===== src/rtl/hazard_scoreboard_pkg.sv =====
// Shared definitions for the hazard scoreboard: producer op classes and the
// default stall windows also used by the control and forwarding units.
package hazard_scoreboard_pkg;

  typedef logic [1:0] op_class_t;

  localparam op_class_t OPC_ALU  = 2'd0;
  localparam op_class_t OPC_LOAD = 2'd1;
  localparam op_class_t OPC_LONG = 2'd2;

  localparam int DEF_REG_AW   = 5;
  localparam int DEF_ALU_LAT  = 0;
  localparam int DEF_LOAD_LAT = 1;
  localparam int DEF_LONG_LAT = 4;
  localparam int DEF_CNT_W    = 3;

  // Stall window for a producer; the reserved class 3 behaves like LONG.
  function automatic int lat_sel(input op_class_t opc, input int alu_lat,
                                 input int load_lat, input int long_lat);
    case (opc)
      OPC_ALU:  return alu_lat;
      OPC_LOAD: return load_lat;
      default:  return long_lat;
    endcase
  endfunction

endpackage


===== src/rtl/hazard_scoreboard_if.sv =====
// ID-stage handshake between the pipeline control (master) and the
// hazard scoreboard (slave).
interface hazard_scoreboard_if #(
  parameter int REG_AW = 5
);
  import hazard_scoreboard_pkg::*;

  logic              id_valid;
  logic [REG_AW-1:0] id_rs1;
  logic [REG_AW-1:0] id_rs2;
  logic              id_use_rs1;
  logic              id_use_rs2;
  logic [REG_AW-1:0] id_rd;
  logic              id_reg_write;
  op_class_t         id_op_class;
  logic              flush_id;
  logic              pipe_freeze;
  logic              pc_write;
  logic              if_id_write;
  logic              is_hazard;
  logic [31:0]       hazard_cycles;

  modport master (
    output id_valid, id_rs1, id_rs2, id_use_rs1, id_use_rs2, id_rd,
           id_reg_write, id_op_class, flush_id, pipe_freeze,
    input  pc_write, if_id_write, is_hazard, hazard_cycles
  );

  modport slave (
    input  id_valid, id_rs1, id_rs2, id_use_rs1, id_use_rs2, id_rd,
           id_reg_write, id_op_class, flush_id, pipe_freeze,
    output pc_write, if_id_write, is_hazard, hazard_cycles
  );

endinterface


===== src/rtl/hazard_scoreboard_sb_counter.sv =====
// One scoreboard entry: a countdown of the cycles until its register's
// pending result can be consumed. A new load overrides any count in flight.
module sb_counter #(
  parameter int CNT_W = 3
) (
  input  logic             clk,
  input  logic             reset_n,
  input  logic             en,
  input  logic             load,
  input  logic [CNT_W-1:0] load_val,
  output logic             busy
);

  logic [CNT_W-1:0] cnt_q;
  logic [CNT_W-1:0] cnt_d;

  // Next count: reload on issue, otherwise count down to zero; hold when frozen.
  always_comb begin
    cnt_d = cnt_q;
    if (en) begin
      if (load) begin
        cnt_d = load_val;
      end else if (cnt_q != '0) begin
        cnt_d = cnt_q - CNT_W'(1);
      end
    end
  end

  // Count register with synchronous active-low clear.
  always_ff @(posedge clk) begin
    if (!reset_n) begin
      cnt_q <= '0;
    end else begin
      cnt_q <= cnt_d;
    end
  end

  assign busy = (cnt_q != '0);

endmodule


===== src/rtl/hazard_scoreboard.sv =====
// Per-register countdown scoreboard that stalls the ID stage while a source
// operand is still being produced, and counts stall cycles.
module hazard_scoreboard
  import hazard_scoreboard_pkg::*;
#(
  parameter int REG_AW   = DEF_REG_AW,
  parameter int ALU_LAT  = DEF_ALU_LAT,
  parameter int LOAD_LAT = DEF_LOAD_LAT,
  parameter int LONG_LAT = DEF_LONG_LAT,
  parameter int CNT_W    = DEF_CNT_W
) (
  input logic          clk,
  input logic          reset_n,
  hazard_scoreboard_if.slave sb
);

  localparam int NREG = 2 ** REG_AW;

  logic [NREG-1:0]  busy;
  logic [CNT_W-1:0] lat_val;
  logic             hz1;
  logic             hz2;
  logic             stall;
  logic             issue;
  logic             run;
  logic [31:0]      hazard_cycles_q;
  logic [31:0]      hazard_cycles_d;

  // x0 is hard-wired and never has a pending producer.
  assign busy[0] = 1'b0;
  assign run     = ~sb.pipe_freeze;

  // Source-hazard detection, stall and issue qualification.
  always_comb begin
    hz1     = sb.id_use_rs1 && (sb.id_rs1 != '0) && busy[sb.id_rs1];
    hz2     = sb.id_use_rs2 && (sb.id_rs2 != '0) && busy[sb.id_rs2];
    stall   = sb.id_valid && !sb.flush_id && (hz1 || hz2);
    issue   = sb.id_valid && sb.id_reg_write && (sb.id_rd != '0) &&
              !stall && !sb.flush_id && !sb.pipe_freeze;
    lat_val = CNT_W'(lat_sel(sb.id_op_class, ALU_LAT, LOAD_LAT, LONG_LAT));
  end

  genvar gi;
  generate
    for (gi = 1; gi < NREG; gi++) begin : g_cell
      sb_counter #(
        .CNT_W(CNT_W)
      ) u_cnt (
        .clk      (clk),
        .reset_n  (reset_n),
        .en       (run),
        .load     (issue && (sb.id_rd == REG_AW'(gi))),
        .load_val (lat_val),
        .busy     (busy[gi])
      );
    end
  endgenerate

  // Stall-cycle counter: counts unfrozen stall edges and sticks at all-ones.
  always_comb begin
    hazard_cycles_d = hazard_cycles_q;
    if (stall && run && (hazard_cycles_q != 32'hFFFF_FFFF)) begin
      hazard_cycles_d = hazard_cycles_q + 32'd1;
    end
  end

  // Performance counter register.
  always_ff @(posedge clk) begin
    if (!reset_n) begin
      hazard_cycles_q <= '0;
    end else begin
      hazard_cycles_q <= hazard_cycles_d;
    end
  end

  assign sb.is_hazard     = stall;
  assign sb.pc_write      = ~stall;
  assign sb.if_id_write   = ~stall;
  assign sb.hazard_cycles = hazard_cycles_q;

endmodule


===== src/flat_wrapper.sv =====
// flat-port wrapper written by rule: the top's interface ports become plain ports
module hazard_scoreboard_flat import hazard_scoreboard_pkg::*;
#(
  parameter int REG_AW   = DEF_REG_AW,
  parameter int ALU_LAT  = DEF_ALU_LAT,
  parameter int LOAD_LAT = DEF_LOAD_LAT,
  parameter int LONG_LAT = DEF_LONG_LAT,
  parameter int CNT_W    = DEF_CNT_W
)
  (clk, reset_n, sb_id_valid, sb_id_rs1, sb_id_rs2, sb_id_use_rs1, sb_id_use_rs2, sb_id_rd, sb_id_reg_write, sb_id_op_class, sb_flush_id, sb_pipe_freeze, sb_pc_write, sb_if_id_write, sb_is_hazard, sb_hazard_cycles);
  hazard_scoreboard_if #(.REG_AW(REG_AW)) sb_i ();
  input logic clk;
  input logic reset_n;
  input wire logic [$bits(sb_i.id_valid)-1:0] sb_id_valid;
  input wire logic [$bits(sb_i.id_rs1)-1:0] sb_id_rs1;
  input wire logic [$bits(sb_i.id_rs2)-1:0] sb_id_rs2;
  input wire logic [$bits(sb_i.id_use_rs1)-1:0] sb_id_use_rs1;
  input wire logic [$bits(sb_i.id_use_rs2)-1:0] sb_id_use_rs2;
  input wire logic [$bits(sb_i.id_rd)-1:0] sb_id_rd;
  input wire logic [$bits(sb_i.id_reg_write)-1:0] sb_id_reg_write;
  input wire logic [$bits(sb_i.id_op_class)-1:0] sb_id_op_class;
  input wire logic [$bits(sb_i.flush_id)-1:0] sb_flush_id;
  input wire logic [$bits(sb_i.pipe_freeze)-1:0] sb_pipe_freeze;
  output wire logic [$bits(sb_i.pc_write)-1:0] sb_pc_write;
  output wire logic [$bits(sb_i.if_id_write)-1:0] sb_if_id_write;
  output wire logic [$bits(sb_i.is_hazard)-1:0] sb_is_hazard;
  output wire logic [$bits(sb_i.hazard_cycles)-1:0] sb_hazard_cycles;
  assign sb_i.id_valid = sb_id_valid;
  assign sb_i.id_rs1 = sb_id_rs1;
  assign sb_i.id_rs2 = sb_id_rs2;
  assign sb_i.id_use_rs1 = sb_id_use_rs1;
  assign sb_i.id_use_rs2 = sb_id_use_rs2;
  assign sb_i.id_rd = sb_id_rd;
  assign sb_i.id_reg_write = sb_id_reg_write;
  assign sb_i.id_op_class = sb_id_op_class;
  assign sb_i.flush_id = sb_flush_id;
  assign sb_i.pipe_freeze = sb_pipe_freeze;
  assign sb_pc_write = sb_i.pc_write;
  assign sb_if_id_write = sb_i.if_id_write;
  assign sb_is_hazard = sb_i.is_hazard;
  assign sb_hazard_cycles = sb_i.hazard_cycles;
  hazard_scoreboard #(.REG_AW(REG_AW), .ALU_LAT(ALU_LAT), .LOAD_LAT(LOAD_LAT), .LONG_LAT(LONG_LAT), .CNT_W(CNT_W)) u_core (.clk(clk), .reset_n(reset_n), .sb(sb_i));
endmodule

===== config.mk =====
export PLATFORM = sky130hd
export DESIGN_NAME = hazard_scoreboard_flat
export DESIGN_NICKNAME = d
export VERILOG_FILES = /design/src/rtl/hazard_scoreboard_pkg.sv /design/src/rtl/hazard_scoreboard_if.sv /design/src/rtl/hazard_scoreboard_sb_counter.sv /design/src/rtl/hazard_scoreboard.sv /design/src/flat_wrapper.sv
export SDC_FILE = /design/constraint.sdc
export NUM_CORES = 1
export LEC_CHECK = 0
export ABC_AREA = 1
export CAP_MARGIN = 10
export CORE_ASPECT_RATIO = 1.1
export CORE_MARGIN = 4
export CORE_UTILIZATION = 36
export DETAILED_ROUTE_END_ITERATION = 6
export GPL_ROUTABILITY_DRIVEN = 0
export GPL_TIMING_DRIVEN = 0
export HOLD_SLACK_MARGIN = 0.12
export PLACE_DENSITY_LB_ADDON = 0.05
export SYNTH_ARGS = -nofsm -noshare
export SYNTH_HDL_FRONTEND = slang
export SYNTH_SLANG_ARGS = --single-unit

===== constraint.sdc =====
create_clock -name clk -period 3.4 [get_ports clk]
set_clock_uncertainty 0.1 [all_clocks]
set_input_delay 0.85 -clock clk [delete_from_list [all_inputs] [get_ports clk]]
set_output_delay 0.85 -clock clk [all_outputs]
set_load 0.1 [all_outputs]

Word level (Yosys, flattened, before mapping):

Index checks and enable logic that the tools add are counted.

* $lt $le $gt $ge: 2
* muxes and demuxes: 67
* add/subtract/negate cells: 32
* shift operators: 0
* bitwise logic cells: 2
* multiply operators: 0
* eq/ne operators: 33
* div/mod/pow operators: 0
* reductions and logical operators: 145

Operator list (count)
* 3-bit 2-to-1 mux: 62
* 3-bit nonzero test: 31
* 3-bit by 1-bit subtractor with 3-bit output, second input constant: 31
* 5-bit == test, second input constant: 16
* 2-bit AND reduction: 31
* 2-bit nonzero test: 31
* 1-bit logical AND: 44
* 5-bit by 4-bit == test with 1-bit output, second input constant: 8
* 32-bit by 1-bit adder with 32-bit output, second input constant: 1
* 32-bit != test, second input constant: 1
* 5-bit by 3-bit == test with 1-bit output, second input constant: 4
* 5-bit nonzero test: 3
* 5-bit by 6-bit less-than comparator with 1-bit output, second input constant: 2
* 1-bit binary-select mux with 5-bit select: 2
* 5-bit by 2-bit == test with 1-bit output, second input constant: 2
* 3-bit one-hot mux with 2 select lines: 1
* 5-bit by 1-bit == test with 1-bit output, second input constant: 1
* 1-bit logical NOT: 3
* 2-bit by 1-bit == test with 1-bit output, second input constant: 1
* 2-bit logical NOT: 1
* 1-bit 2-to-1 mux: 2
* 1-bit inverter: 2
* 1-bit logical OR: 1

* output and inout bits: 35
* bits in latches: 0
* logic and storage cells: 313
* memory bits (read-only): 0
* flip-flop bits (word level): 125
* memory bits (writable): 0
* memories kept: 0
* input port bits: 25

Logic depth before layout (Yosys ltp):

Gate-level depths: netlist of the first run.

* word-level depth: 13
* depth in mapped cells: 22
* depth with buffers taken out: 21

Modules after synthesis:

Synthesis of the first run repeated with hierarchy kept, for this count alone.

* cells, all modules: 1620
* area, all modules: 9825.7 µm²

Modules (own cells, without submodules)
* sb_counter: area each 212.7 µm², sequential area each 60.1 µm², times used 31, cells each 33
* hazard_scoreboard: area each 3231.8 µm², sequential area each 640.6 µm², times used 1, cells each 597

Worst setup path before layout of the first run:

No wires, ideal clock.

* path kind: input to output
* start point: in sb_id_rs2[0]
* end point: out sb_is_hazard
* data arrival time: 2.799 ns
* slack: -0.349 ns
* stages on the path: 13
* required time: 2.450 ns
* buffers on the path: 2
* path through: buf_4 -> inv_4 -> buf_6 -> nand2_1 -> nand3_1 -> nand3_1 -> nand2_1 -> nand2_1 -> nand3_1 -> nand3_2 -> nand2_4 -> nand3_4 -> inv_1

* longest elaborated chain between the ends: 5
* elaborated cells on any way between the ends: 7
* those cells by class: mux: 2; reduce/logical: 5

Ends and longest elaborated chain
* from (decl): RTL line flat_wrapper.sv:16 `input wire logic [$bits(sb_i.id_rs2)-1:0] sb_id_rs2;`
* 1-bit binary-select mux with 5-bit select or 5-bit nonzero test (tied branches): RTL line hazard_scoreboard.sv:36 `hz2 = sb.id_use_rs2 && (sb.id_rs2 != '0) && busy[sb.id_rs2];`
* 1-bit 2-to-1 mux (implied by the code) or 1-bit logical AND (tied branches): RTL line hazard_scoreboard.sv:36
* 1-bit logical AND (*): RTL line hazard_scoreboard.sv:36
* 1-bit logical OR (*): RTL line hazard_scoreboard.sv:37 `stall = sb.id_valid && !sb.flush_id && (hz1 || hz2);`
* 1-bit logical AND (*): RTL line hazard_scoreboard.sv:37
* to (decl): RTL line flat_wrapper.sv:26 `output wire logic [$bits(sb_i.is_hazard)-1:0] sb_is_hazard;`

Every way passes the cells marked *; elsewhere a longest branch is shown, timed or not. The select of a mux whose other input is x is not followed.

Worst setup path after layout of the first run:

* start point: in sb_id_rs1[0]
* end point: out sb_pc_write

* longest elaborated chain between the ends: 6
* elaborated cells on any way between the ends: 8
* those cells by class: mux: 2; bitwise: 1; reduce/logical: 5

Ends and longest elaborated chain
* from (decl): RTL line flat_wrapper.sv:15 `input wire logic [$bits(sb_i.id_rs1)-1:0] sb_id_rs1;`
* 1-bit binary-select mux with 5-bit select or 5-bit nonzero test (tied branches): RTL line hazard_scoreboard.sv:35 `hz1 = sb.id_use_rs1 && (sb.id_rs1 != '0) && busy[sb.id_rs1];`
* 1-bit 2-to-1 mux (implied by the code) or 1-bit logical AND (tied branches): RTL line hazard_scoreboard.sv:35
* 1-bit logical AND (*): RTL line hazard_scoreboard.sv:35
* 1-bit logical OR (*): RTL line hazard_scoreboard.sv:37
* 1-bit logical AND (*): RTL line hazard_scoreboard.sv:37
* 1-bit inverter (*): RTL line hazard_scoreboard.sv:77 `assign sb.pc_write = ~stall;`
* to (decl): RTL line flat_wrapper.sv:24 `output wire logic [$bits(sb_i.pc_write)-1:0] sb_pc_write;`

Marks and branches as above.

==> impl.org, run 1 <==
** Timing
- At the pin with the least slew margin, the transition time is 0.983 ns.
- The hold violation total from the final report came to 0.
- The worst path in the final design needs a cycle of 3.31 ns, including I/O delays and setup.
- The tightest hold path in the finished design has a slack of 0.360 ns.
- For this run, the top clock speed supported by timing is 0.302 GHz.
- The max-slew violation count was 0.
- Period utilization :: 97.2%
- Final setup violating endpoints :: 0
- The worst pin sits at a relative slew slack of 34.3%.

** Flow run
- Total of max-cap violations :: 0

** Yosys
- Synthesis produced a netlist with a net count of 1614.
- The synthesized netlist devotes 2.60% of its cell area to XOR and XNOR gates.
- Yosys mapped a number of flops with a built-in enable equal to 0.
- Largest family of logic cells by synthesized area :: simple AND/OR/NAND/NOR gates
- The synthesized design spends more area on one cell type than any other, namely sky130_fd_sc_hd__dfxtp_1.
- In the post-synthesis netlist, the cell with the most instances is sky130_fd_sc_hd__nand2_1.
- Synthesis instantiated 37 different standard cells from the library.
- Cells taking the most area after synthesis :: sky130_fd_sc_hd__dfxtp_1 (27%), sky130_fd_sc_hd__nand2_1 (21%), sky130_fd_sc_hd__inv_1 (9.1%)
- In the synthesized netlist, the number of instances is 1526.
- In the synthesized netlist, the cells that appear most often are sky130_fd_sc_hd__nand2_1 (508), sky130_fd_sc_hd__inv_1 (221), sky130_fd_sc_hd__nor2_1 (206).
- The synthesized netlist devotes 8.65% of its cell area to compound gates.
- Count of warnings emitted by yosys :: 0
- Area fraction of the dominant cell type after synthesis :: 27.5%
- After synthesis the netlist holds a flip-flop and latch count of 125.
- Summing the areas of all fa, ha and maj instances in the mapped netlist gives 8.65% of the synthesized area.
- Average cell area after synthesis :: 5.97 sq um
- The portion of synthesized area spent on multiplexers is 0%.
- Sequential fraction of the synthesis area :: 27.5%
- Post-synth top flop :: sky130_fd_sc_hd__dfxtp_1
- For this run, asynchronously set or reset flops after synthesis account for 0%.
- In this run the cell area of the synthesized design comes to 9110 sq um.
- After Yosys synthesis, and, or, nand and nor cells account for 39.7% of the synthesized area.

** Floorplanning
- Measured along the y axis, the die boundary spans 175 um.
- Effective utilization at floorplan :: 36.9%
- I/O pin count :: 60
- The die covers 27900 sq um.
- Die width :: 160 um
- Core Region :: 24700 sq um
- Core Rows :: 60

** Global routing
- The first global-routing pass estimated 46100 um of wire.
- Antenna violations before repair :: 0
- The via count of the first global-routing pass is 8654.
- Total routing usage reported by global routing :: 20.7%
- Entering global routing, the biggest net connects 17 pins.
- For this run the aggregate overflow at the end of global routing stands at 0.

** Clock network
- Clock root buffer master :: sky130_fd_sc_hd__clkbuf_16
- The H-tree was split into 4 levels.
- TritonCTS clock tree :: done
- Clock tree synthesis found a total of 125 sinks.
- Clock-pin slew was measured on the worst setup and hold paths at 0.06 ns.
- Bufs on Longest Clock Path :: 2
- Clock latency on the worst-skew pair, taken at its later pin, is 0.43 ns.
- Clock tree synthesis inserted a total of 17 buffers.

** Route
- Detailed-route DRC error count :: 0
- Average detailed-routed wire length per instance :: 15.0 um
- For this block, the initial DRC count from the detailed router was 490.
- Final WL :: 29100 um
- Post-route ant nets :: 0
- The final route contains 9379 vias.
- Via-per-instance ratio :: 4.84
- The pre-antenna-repair detailed-routing pass consisted of 6 iterations.

** Cells and area
- Finished layout cell area :: 11300 sq um
- Share of post-route cells with drive strength above 1 :: 14.3%
- Final Util :: 45.9%
- Fin nets :: 1703
- The number of antenna diodes in the final layout is 0.
- Signed area change from the synthesized netlist to the final layout :: 24.3%

** Worst setup path
- Top Family by Delay on Critical Path :: buffers and inverters
- The largest individual stage delay along the critical path comes from the cell sky130_fd_sc_hd__clkbuf_4.
- Traced cell by cell, the critical path runs through clkbuf_4, inv_4, buf_2, o21ai_1, nand3_1, nand2_1, nand2_1, inv_1, nand3_2, nand2_2, nand2_4, nand2_4, nand3_4, buf_6, buf_12.
- The critical path contains buffers and inverters numbering 6 combined.
- Critical path required time :: 2.45 ns
- For this run, the slowest stage of the critical path takes 0.16 ns.
- The setup path with the least slack is of type in2out.
- Largest fanout on the critical path :: 5
- Data arrival time at the worst-slack endpoint :: 2.36 ns
- The worst setup path is launched from an input port.
- FF-to-FF setup slack :: 0.56 ns
- Worst setup EP type :: primary output

** Pwr
- Leakage :: 5.26 nW
- Power density over the cells :: 752 nW/um^2
- Across the VDD grid, the largest voltage drop is 0.400 mV.
- Total design power :: 8.52 mW

** Placed design
- Hpwl dp :: 21700 um
- Total cell area at the placement stage :: 10100 sq um
- Number of buffer cells added on primary ports :: 54

** Run status
- Outcome :: complete, no violations

** Worst hold path
- Path class of the lowest-slack min-delay path :: reg2reg
==> flip-flops by register name (all words and copies together) (netlist names) <==
name                       count
u_core.sb.hazard_cycles       32
u_core.g_cell.u_cnt.cnt_q     93
==> layer usage <==
layer / GRT usage (%) / vias to the layer above / part of all wire [%]
met5: 0 / - / 0
met4: 6.37 / 0 / 2.4
met3: 2.83 / 38 / 3.5
met2: 33.4 / 190 / 45
met1: 28.7 / 4214 / 49
li1: - / 4937 / -
==> final cells by class <==
cell class,count,area [sq um]
fillers,2630,13400
multi-input cells,1119,5870
flip-flops and latches,125,2540
inverters,225,865
repair buffers,70,673
clock buffers,20,447
well taps,310,388
plain buffers,57,352
clock inverters,12,185
==> power breakdown <==
group | internal [mW] | switching, mW
clock network | 1.26 | 0.756
registers | 1.89 | 0.143
logic | 1.92 | 2.55
total | 5.06 | 3.45
==> path summary, 6_finish.rpt <==
kind | startpoint | to | depth (start not counted)
min reg2reg | u_core.g_cell[27].u_cnt.cnt_q[0] | u_core.g_cell[27].u_cnt.cnt_q[0] | 2
max reg2reg | u_core.g_cell[25].u_cnt.cnt_q[0] | u_core.g_cell[8].u_cnt.cnt_q[0] | 20
min | u_core.g_cell[27].u_cnt.cnt_q[0] | u_core.g_cell[27].u_cnt.cnt_q[0] | 2
max | sb_id_rs1[0] | sb_pc_write | 15
==> logic make-up after synthesis <==
group | Yosys count
and+or+nand+nor | 876
AOI/OAI and AO/OA | 153
adders and majority gates | 63
buffers and inverters | 282
DFF | 125
xor gates and xnor gates | 27
==> cell usage in the layout, fill, tap and decap left out, drive strengths merged <==
cell type / n
nand2: 518
inv: 225
nor2: 208
dfxtp: 125
nand3: 101
a21oi: 96
ha: 63
buf: 51
o21ai: 48
clkbuf: 47
clkdlybuf4s50: 46
nand4: 26
xor2: 22
nor3: 14
o211ai: 6
nor4: 6
xnor2: 5
clkinv: 5
bufinv: 4
clkinvlp: 3
a31oi: 1
nand3b: 1
a31o: 1
and3: 1
o21bai: 1
nor4b: 1
clkdlybuf4s15: 1
dlygate4sd2: 1
dlymetal6s2s: 1
==> worst reg2reg max path, cell delays in order, from the launching register on <==
cell and delay [ns]:
sky130_fd_sc_hd__dfxtp_2 0.32, sky130_fd_sc_hd__inv_2 0.05, sky130_fd_sc_hd__ha_2 0.19, sky130_fd_sc_hd__ha_4 0.16, sky130_fd_sc_hd__inv_4 0.05, sky130_fd_sc_hd__a21oi_2 0.10
sky130_fd_sc_hd__o21ai_1 0.07, sky130_fd_sc_hd__nand3_1 0.10, sky130_fd_sc_hd__nand3_2 0.09, sky130_fd_sc_hd__nand2_1 0.10, sky130_fd_sc_hd__nand2_2 0.07, sky130_fd_sc_hd__nand2_4 0.08
sky130_fd_sc_hd__nand2_4 0.09, sky130_fd_sc_hd__buf_4 0.18, sky130_fd_sc_hd__nor2_8 0.16, sky130_fd_sc_hd__buf_6 0.20, sky130_fd_sc_hd__buf_6 0.17, sky130_fd_sc_hd__nand3_1 0.15
sky130_fd_sc_hd__nand2_1 0.10, sky130_fd_sc_hd__nand2_1 0.05, sky130_fd_sc_hd__a21oi_1 0.17
==> stage by stage <==
step | setup TNS, ns | std cells | setup WS (ns)
final | 0 | 1938 | 0.0936
after global routing | -0.0578 | 1938 | -0.0425
after CTS | 0 | 1925 | 0.00248
after detailed placement | -14.01 | 1890 | -1.40
after global placement | -12.51 | 1890 | -1.39
after floorplan | -0.0794 | 1526 | -0.0794
==> what timing repair did <==
action / CTS / global route
pin swaps: 2 / 40
resized for setup: 65 / 138
endpoints found under the setup margin: 3 / 3
hold buffers: 0 / 0
gates cloned: 0 / 1
buffers inserted: 3 / 12
Power figures use the tool's default switching activity.
==> run 2: changes to the inputs <==
- GPL_ROUTABILITY_DRIVEN: 0 -> unset
==> run 2 against run 1 <==
Against the previous run: total power down 1.5%; largest cell class unchanged; design area down 1.1%; first-iteration DRC count down 13%.
==> impl.org, run 2 (synthesis gave the netlist of run 1 again) <==
** Floorplanning
- Core Rows :: 60 (unchanged)
- The area enclosed by the die boundary came to 27900 sq um (unchanged).
- The initial cell density of the core came to 36.9% (unchanged).
- The die span in x came to 160 um (unchanged).
- Core Region :: 24700 sq um (unchanged)
- The count of pins on the block boundary came to 60 (unchanged).
- The vertical die dimension is 175 um (unchanged).

** Placed design
- Total cell area at the placement stage :: 10100 sq um (unchanged)
- Cell count after placement :: 1890 (unchanged)
- Hpwl dp :: 21800 um (+0.56%)
- The worst setup slack after placement came to -1.36 ns (+0.0355 ns).
- The number of input and output port buffers inserted is 54 (unchanged).
- At the end of routability-driven placement, the weighted congestion stood at 0.922.

** Timing
- Worst hold-check slack :: 0.361 ns (+0.00101 ns)
- Hold Vio Cnt, Final :: 0 (unchanged)
- The worst slew slack as a fraction of its limit came to 34.5% (+0.19 points).
- Setup tns final :: 0 ns (unchanged)
- The highest attainable clock frequency was 0.303 GHz (+0.15%).
- The final number of setup-violating endpoints was 0 (unchanged).
- Shortest clock period the worst path allows after layout :: 3.30 ns (-0.00485 ns)
- Setup repair after global routing could not meet its margin everywhere.
- Final worst-path setup slack :: 0.0984 ns (+0.00485 ns)
- Period utilization :: 97.1% (-0.14 points)
- The max-slew violation count came to 0 (unchanged).
- Pin slew with the least headroom to its limit :: 0.980 ns (-0.00280 ns)

** Route
- Post-route ant nets :: 0 (unchanged)
- Average detailed-routed wire length per instance :: 15.1 um (+0.57%)
- DR iter-0 viols :: 424 (-13%)
- Vias :: 9432 (+0.57%)
- Detailed-route DRC error count :: 0 (unchanged)
- Final WL :: 29300 um (+0.68%)
- First-pass iteration count of the detailed router :: 5 (-1)
- The routed via count divided by cell count is 4.86 (+0.46%).

** Global routing
- Largest net degree at the start of global routing :: 17 (unchanged)
- Vias in the first global route :: 8830 (+2.0%)
- The global-route usage over all layers was 20.8% (+0.17 points).
- Global route total overflow :: 0 (unchanged)
- Antenna violations before repair :: 0 (unchanged)
- Global-route wire length before repair :: 46700 um (+1.3%)

** Worst setup path
- Data arrival time at the worst-slack endpoint :: 2.35 ns (about the same)
- The worst setup path is captured at a primary output.
- Worst r2r path cells :: 20 (unchanged)
- The data required time at the worst endpoint is 2.45 ns (about the same).
- Startpoint type of the worst setup path :: flip-flop
- The biggest cell delay along the critical path was 0.31 ns (+0.15 ns).
- The largest fanout of any net on the critical path is 4 (-1).
- The largest individual stage delay along the critical path comes from the cell sky130_fd_sc_hd__dfxtp_1.
- Cells along the critical path :: inv_1, ha_1, ha_2, o211ai_1, nand3_1, nand3_1, nand2_1, nand2_2, nand2_4, nand2_4, nand3_4, buf_6, buf_12
- The critical path is of the reg2out type.

** Cells and area
- Number of flip-flops in the largest register :: 93 (unchanged)
- The library cells used most frequently in the layout, excluding fill and tap cells, are sky130_fd_sc_hd__nand2_1 (506), sky130_fd_sc_hd__nor2_1 (204), sky130_fd_sc_hd__inv_1 (203).
- Leaving out fill and tap cells, the most frequent cell in the layout is sky130_fd_sc_hd__nand2_1.
- Count of inserted antenna diode cells :: 0 (unchanged)
- The net count reported at finish was 1705 (+0.12%).
- The area growth from synthesis to layout is 23.0%.
- The count of filler cells inserted in the layout came to 2681 (+1.9%).
- The area of combinational cells with multiple inputs was 5760 sq um (-2.0%).
- Fin cells :: 1940 (+0.10%)
- The cell area after layout came to 11200 sq um (-1.1%).
- Largest register by flop count :: u_core.g_cell.u_cnt.cnt_q
- Final Util :: 45.4% (-0.50 points)
- The area taken by flip-flops and latches was 2530 sq um (-0.59%).
- The fraction of final layout cells sized beyond drive strength 1 came to 12.4% (-1.9 points).

** Clock network
- The number of levels in the clock H-tree is 4 (unchanged).
- TritonCTS built the clock tree.
- The largest buffer count on any clock path came to 2 (unchanged).
- The total CTS buffers was 17 (unchanged).
- Clock root buffer master :: sky130_fd_sc_hd__clkbuf_16
- Worst-skew pair later-pin latency :: 0.43 ns (about the same)
- The clock sink total came to 125 (unchanged).
- The clock slew at the register clock pins of the worst setup and hold paths was 0.07 ns (about the same).

** Run status
- Outcome :: complete, no violations

** Worst hold path
- Path class of the lowest-slack min-delay path :: reg2reg
- Hold Path Depth :: 2 (unchanged)

** Pwr
- The overall power after layout is 8.39 mW (-1.5%).
- The maximum vdd drop came to 0.302 mV (-24%).
- The static power due to leakage came to 5.25 nW (-0.19%).
- Power density over the cells :: 749 nW/um^2 (-0.42%)

** Flow run
- The max-cap check violation count is 0 (unchanged).
[run 2: cell count changes in the layout (fill, tap and decap cells not counted), moves of 8 or more]
cell	change
sky130_fd_sc_hd__dfxtp_1	+12
sky130_fd_sc_hd__inv_1	+9
sky130_fd_sc_hd__dfxtp_2	-12
sky130_fd_sc_hd__ha_1	+9
sky130_fd_sc_hd__ha_4	-8
sky130_fd_sc_hd__inv_2	-8
[run 2: critical path: cells and delay by family, from the launching register on]
family / cells / cell delay, ns
compound gates: 1 / 0.20
flops: 1 / 0.31
simple gates: 7 / 0.63
fa+ha+maj: 2 / 0.42
buf+inv: 3 / 0.35
[run 2: timing repair]
action	4_1_cts	5_1_grt
hold endpoints to repair	0	0
setup endpoints to repair	3	3
gates resized for setup	57	100
hold buffers	0	0
pin swaps	4	20
setup buffers	4	13
cloned	0	1
[run 2: layer usage]
layer  vias up  wire (um)  global-route usage (%)
met1      4248      14200                    28.1
met4         0        758                    6.91
met5         -          0                       0
li1       4937          -                       -
met3        43       1060                    2.95
met2       204      13300                    34.3
[run 2: final cells by class]
type                       instances  share of cell area [%]
clock buffer                      20                    3.99
clock inverter                    12                    1.64
tap                              310                    3.46
buffer                            57                    3.14
timing repair buffer              72                    6.12
sequential                       125                    22.6
multi-input combinational       1119                    51.4
inverter                         225                    7.69
[run 2: report_power, final]
group / internal [mW] / leakage [nW] / switching [mW]
logic: 1.86 / 3.92 / 2.52
registers: 1.88 / 1.03 / 0.137
clock network: 1.26 / 0.302 / 0.746
total: 4.99 / 5.25 / 3.40
[run 2: worst paths after layout]
check / start / end / slack [ns]
worst max-delay path: u_core.g_cell[30].u_cnt.cnt_q[0] / sb_pc_write / 0.1
worst min-delay path: u_core.g_cell[4].u_cnt.cnt_q[0] / u_core.g_cell[4].u_cnt.cnt_q[0] / 0.36
worst min register to register: u_core.g_cell[4].u_cnt.cnt_q[0] / u_core.g_cell[4].u_cnt.cnt_q[0] / 0.36
worst max register to register: u_core.g_cell[25].u_cnt.cnt_q[0] / u_core.g_cell[8].u_cnt.cnt_q[0] / 0.67
==> run 3: changes to the inputs <==
- CTS_BUF_LIST: unset -> sky130_fd_sc_hd__clkbuf_4 sky130_fd_sc_hd__clkbuf_8 sky130_fd_sc_hd__clkbuf_16
==> run 3 against run 2 <==
Against the previous run: total power increased by 0.19%; register-to-register slack about the same; sequential power about the same; non-clock buffer count unchanged; core utilization about the same; first-iteration DRC count unchanged; global-route usage about the same; hold slack unchanged; setup slack about the same; largest power group unchanged; count of clock-buffer cells in the layout unchanged; design area about the same; critical endpoint unchanged.
==> impl.org, run 3 (synthesis gave the netlist of run 1 again) <==
** Floorplanning
- Overall die height :: 175 um (unchanged)
- The core area was 24700 sq um (unchanged).
- The area enclosed by the die boundary was 27900 sq um (unchanged).
- The die span in x was 160 um (unchanged).
- The initial cell density of the core was 36.9% (unchanged).
- I/O pin count :: 60 (unchanged)
- Core Rows :: 60 (unchanged)

** Global routing
- The maximum number of pins on one net before global-route repair came to 17 (unchanged).
- Vias in the first global route :: 8826 (-0.045%)
- The global route total overflow came to 0 (unchanged).
- The global-route usage over all layers is 20.8% (about the same).
- Global-route wire length before repair :: 46700 um (about the same)
- Antenna violations before repair :: 0 (unchanged)

** Timing
- Setup repair after global routing missed its margin :: true
- Final setup violating endpoints :: 0 (unchanged)
- The portion of the clock cycle consumed by the worst path in the final layout was 97.1% (about the same).
- The final hold slack is 0.361 ns (unchanged).
- The highest attainable clock frequency was 0.303 GHz (about the same).
- Max-slew violation count :: 0 (unchanged)
- Pin slew with the least headroom to its limit :: 0.980 ns (unchanged)
- The worst slew slack as a fraction of its limit was 34.5% (unchanged).
- Hold Vio Cnt, Final :: 0 (unchanged)
- The time the final worst path needs with I/O delays and setup came to 3.30 ns (+0.0000385 ns).

** Route
- Final WL :: 29300 um (about the same)
- The number of violations reported at the end of detailed-routing iteration 0 was 424 (unchanged).
- Post-route ant nets :: 0 (unchanged)
- The DRC violation count after routing is 0 (unchanged).
- Vias :: 9425 (-0.074%)
- The number of detailed-route iterations in the first pass came to 5 (unchanged).
- Average detailed-routed wire length per instance :: 15.1 um (about the same)
- The routed via count divided by cell count is 4.86 (about the same).

** Worst setup path
- Data arrival time at the worst-slack endpoint :: 2.35 ns (about the same)
- The buffers plus inverters on the worst setup path came to 3 (unchanged).
- The worst setup path is captured at a primary output.
- The depth of the worst register-to-register path is 20 (unchanged).
- In this run the critical register-to-register path is captured at u_core.g_cell[8].u_cnt.cnt_q[0].
- The largest fanout of any net on the critical path was 4 (unchanged).
- FF-to-FF setup slack :: 0.67 ns (about the same)
- For this design, the slowest cell found on the critical path is sky130_fd_sc_hd__dfxtp_1.
- Critical path required time :: 2.45 ns (about the same)
- In this run the critical register-to-register path is launched from u_core.g_cell[25].u_cnt.cnt_q[0].
- The kind of cell with the highest combined delay along the critical path is simple AND/OR/NAND/NOR gates.
- The signal on the critical path passes through inv_1, ha_1, ha_2, o211ai_1, nand3_1, nand3_1, nand2_1, nand2_2, nand2_4, nand2_4, nand3_4, buf_6, buf_12.
- Startpoint type of the worst setup path :: flip-flop
- Critical setup path kind :: reg2out
- Max incr delay on CP :: 0.31 ns (about the same)

** Worst hold path
- For hold timing, the worst endpoint is u_core.g_cell[4].u_cnt.cnt_q[0].
- The tightest min-delay check is of the reg2reg type.
- Hold Path Depth :: 2 (unchanged)
- Startpoint of the lowest-slack hold path :: u_core.g_cell[4].u_cnt.cnt_q[0]

** Flow run
- The max-cap check violation count was 0 (unchanged).

** Pwr
- Maximum vdd ir drop :: 0.303 mV (about the same)
- Leakage :: 5.26 nW (+0.13%)
- The power per standard cell area came to 750 nW/um^2 (+0.12%).
- Total design power :: 8.40 mW (+0.19%)

** Cells and area
- The fraction of final layout cells sized beyond drive strength 1 was 12.5% (+0.12 points).
- Most common cell after layout, fill and taps aside :: sky130_fd_sc_hd__nand2_1
- Count of inserted antenna diode cells :: 0 (unchanged)
- Filler Cell Count :: 2677 (-0.15%)
- Commonest cells after routing, fill and taps aside :: sky130_fd_sc_hd__nand2_1 (506), sky130_fd_sc_hd__nor2_1 (204), sky130_fd_sc_hd__inv_1 (203)
- Counting flops per register, the top entry is u_core.g_cell.u_cnt.cnt_q.
- The layout-stage area growth over the synthesis result was 23.0% (about the same).
- The flip-flop count of the largest register, all copies and words added is 93 (unchanged).
- Fin nets :: 1705 (unchanged)

** Clock network
- TritonCTS built the clock tree.
- The total CTS buffers was 17 (unchanged).
- CTS H-Tree Depth :: 4 (unchanged)
- Bufs on Longest Clock Path :: 2 (unchanged)
- The cell sitting at the root of the clock tree is a sky130_fd_sc_hd__clkbuf_16.
- The clock slew at the register clock pins of the worst setup and hold paths came to 0.07 ns (about the same).
- The clock sink total is 125 (unchanged).
- Worst-skew pair later-pin latency :: 0.43 ns (about the same)

** Placed design
- The half-perimeter wire length after detailed placement came to 21800 um (unchanged).
- The number of input and output port buffers inserted is 54 (unchanged).
- The placer's final routability congestion estimate was 0.922 (unchanged).

** Run status
- The flow ran to the end, and the final reports show no timing, DRC or antenna violations.
[run 3: cell counts in the layout (fill, tap and decap cells not counted)]
No cell type changed its count.
[run 3: worst register-to-register path, stage by stage (launching register included)]
cell                      delay [ns]
sky130_fd_sc_hd__dfxtp_2        0.31
sky130_fd_sc_hd__inv_1          0.07
sky130_fd_sc_hd__ha_2           0.20
sky130_fd_sc_hd__ha_4           0.15
sky130_fd_sc_hd__inv_2          0.05
sky130_fd_sc_hd__a21oi_1        0.11
sky130_fd_sc_hd__o21ai_1        0.08
sky130_fd_sc_hd__nand3_1        0.09
sky130_fd_sc_hd__nand3_1        0.09
sky130_fd_sc_hd__nand2_1        0.09
sky130_fd_sc_hd__nand2_2        0.06
sky130_fd_sc_hd__nand2_4        0.09
sky130_fd_sc_hd__nand2_4        0.08
sky130_fd_sc_hd__buf_4          0.17
sky130_fd_sc_hd__nor2_8         0.16
sky130_fd_sc_hd__buf_6          0.20
sky130_fd_sc_hd__buf_6          0.17
sky130_fd_sc_hd__nand3_1        0.12
sky130_fd_sc_hd__nand2_1        0.08
sky130_fd_sc_hd__nand2_1        0.05
sky130_fd_sc_hd__a21oi_1        0.12
[run 3: worst max path at each step]
stage	from	to	slack, ns	cells past startpoint
floorplan	sb_id_rs2[0]	sb_is_hazard	-0.08	11
global placement	sb_id_rs2[2]	sb_is_hazard	-1.37	12
detailed placement	sb_id_rs2[2]	sb_is_hazard	-1.36	12
CTS	u_core.g_cell[21].u_cnt.cnt_q[0]	sb_pc_write	0.001	15
global route	u_core.g_cell[28].u_cnt.cnt_q[0]	sb_pc_write	-0.02	13
finish	u_core.g_cell[30].u_cnt.cnt_q[0]	sb_pc_write	0.1	13
[run 3: timing repair]
item | in CTS | in global routing
pin swaps | 4 | 20
setup endpoints to repair | 3 | 3
cloned | 0 | 1
setup buffers | 4 | 13
gates resized for setup | 57 | 100
hold buffers | 0 | 0
[run 3: per-stage QoR]
step           util (%)  cells  setup WS [ns]  cell area (sq um)  setup TNS [ns]
3_5_place_dp       40.7   1890          -1.36              10100          -10.97
3_3_place_gp       40.7   1890          -1.37              10100          -11.49
4_1_cts            43.6   1926        0.00117              10800               0
6_report           45.4   1940         0.0984              11200               0
5_1_grt            45.4   1940        -0.0174              11200         -0.0299
2_1_floorplan         -   1526        -0.0794               9130         -0.0794
[run 3: cell type report]
class                      instances  area [sq um]  area share, %
sequential                       125          2530           22.5
clock buffer                      20           454           4.05
multi-input combinational       1119          5760           51.4
inverter                         225           862           7.69
buffer                            57           352           3.14
tap                              310           388           3.46
timing repair buffer              72           686           6.12
clock inverter                    12           184           1.64
[run 3: where the power goes]
group | internal, mW | switching [mW] | leakage (nW)
sequential | 1.88 | 0.137 | 1.03
combinational | 1.86 | 2.52 | 3.92
clock | 1.27 | 0.746 | 0.308
total | 5.00 | 3.40 | 5.26
[run 3: routing by layer]
metal | track usage [%] | vias to the layer above | wire length, um
met2 | 34.3 | 194 | 13300
met3 | 2.95 | 43 | 1030
met1 | 28.1 | 4251 | 14200
li1 | - | 4937 | -
met4 | 6.91 | 0 | 758
met5 | 0 | - | 0
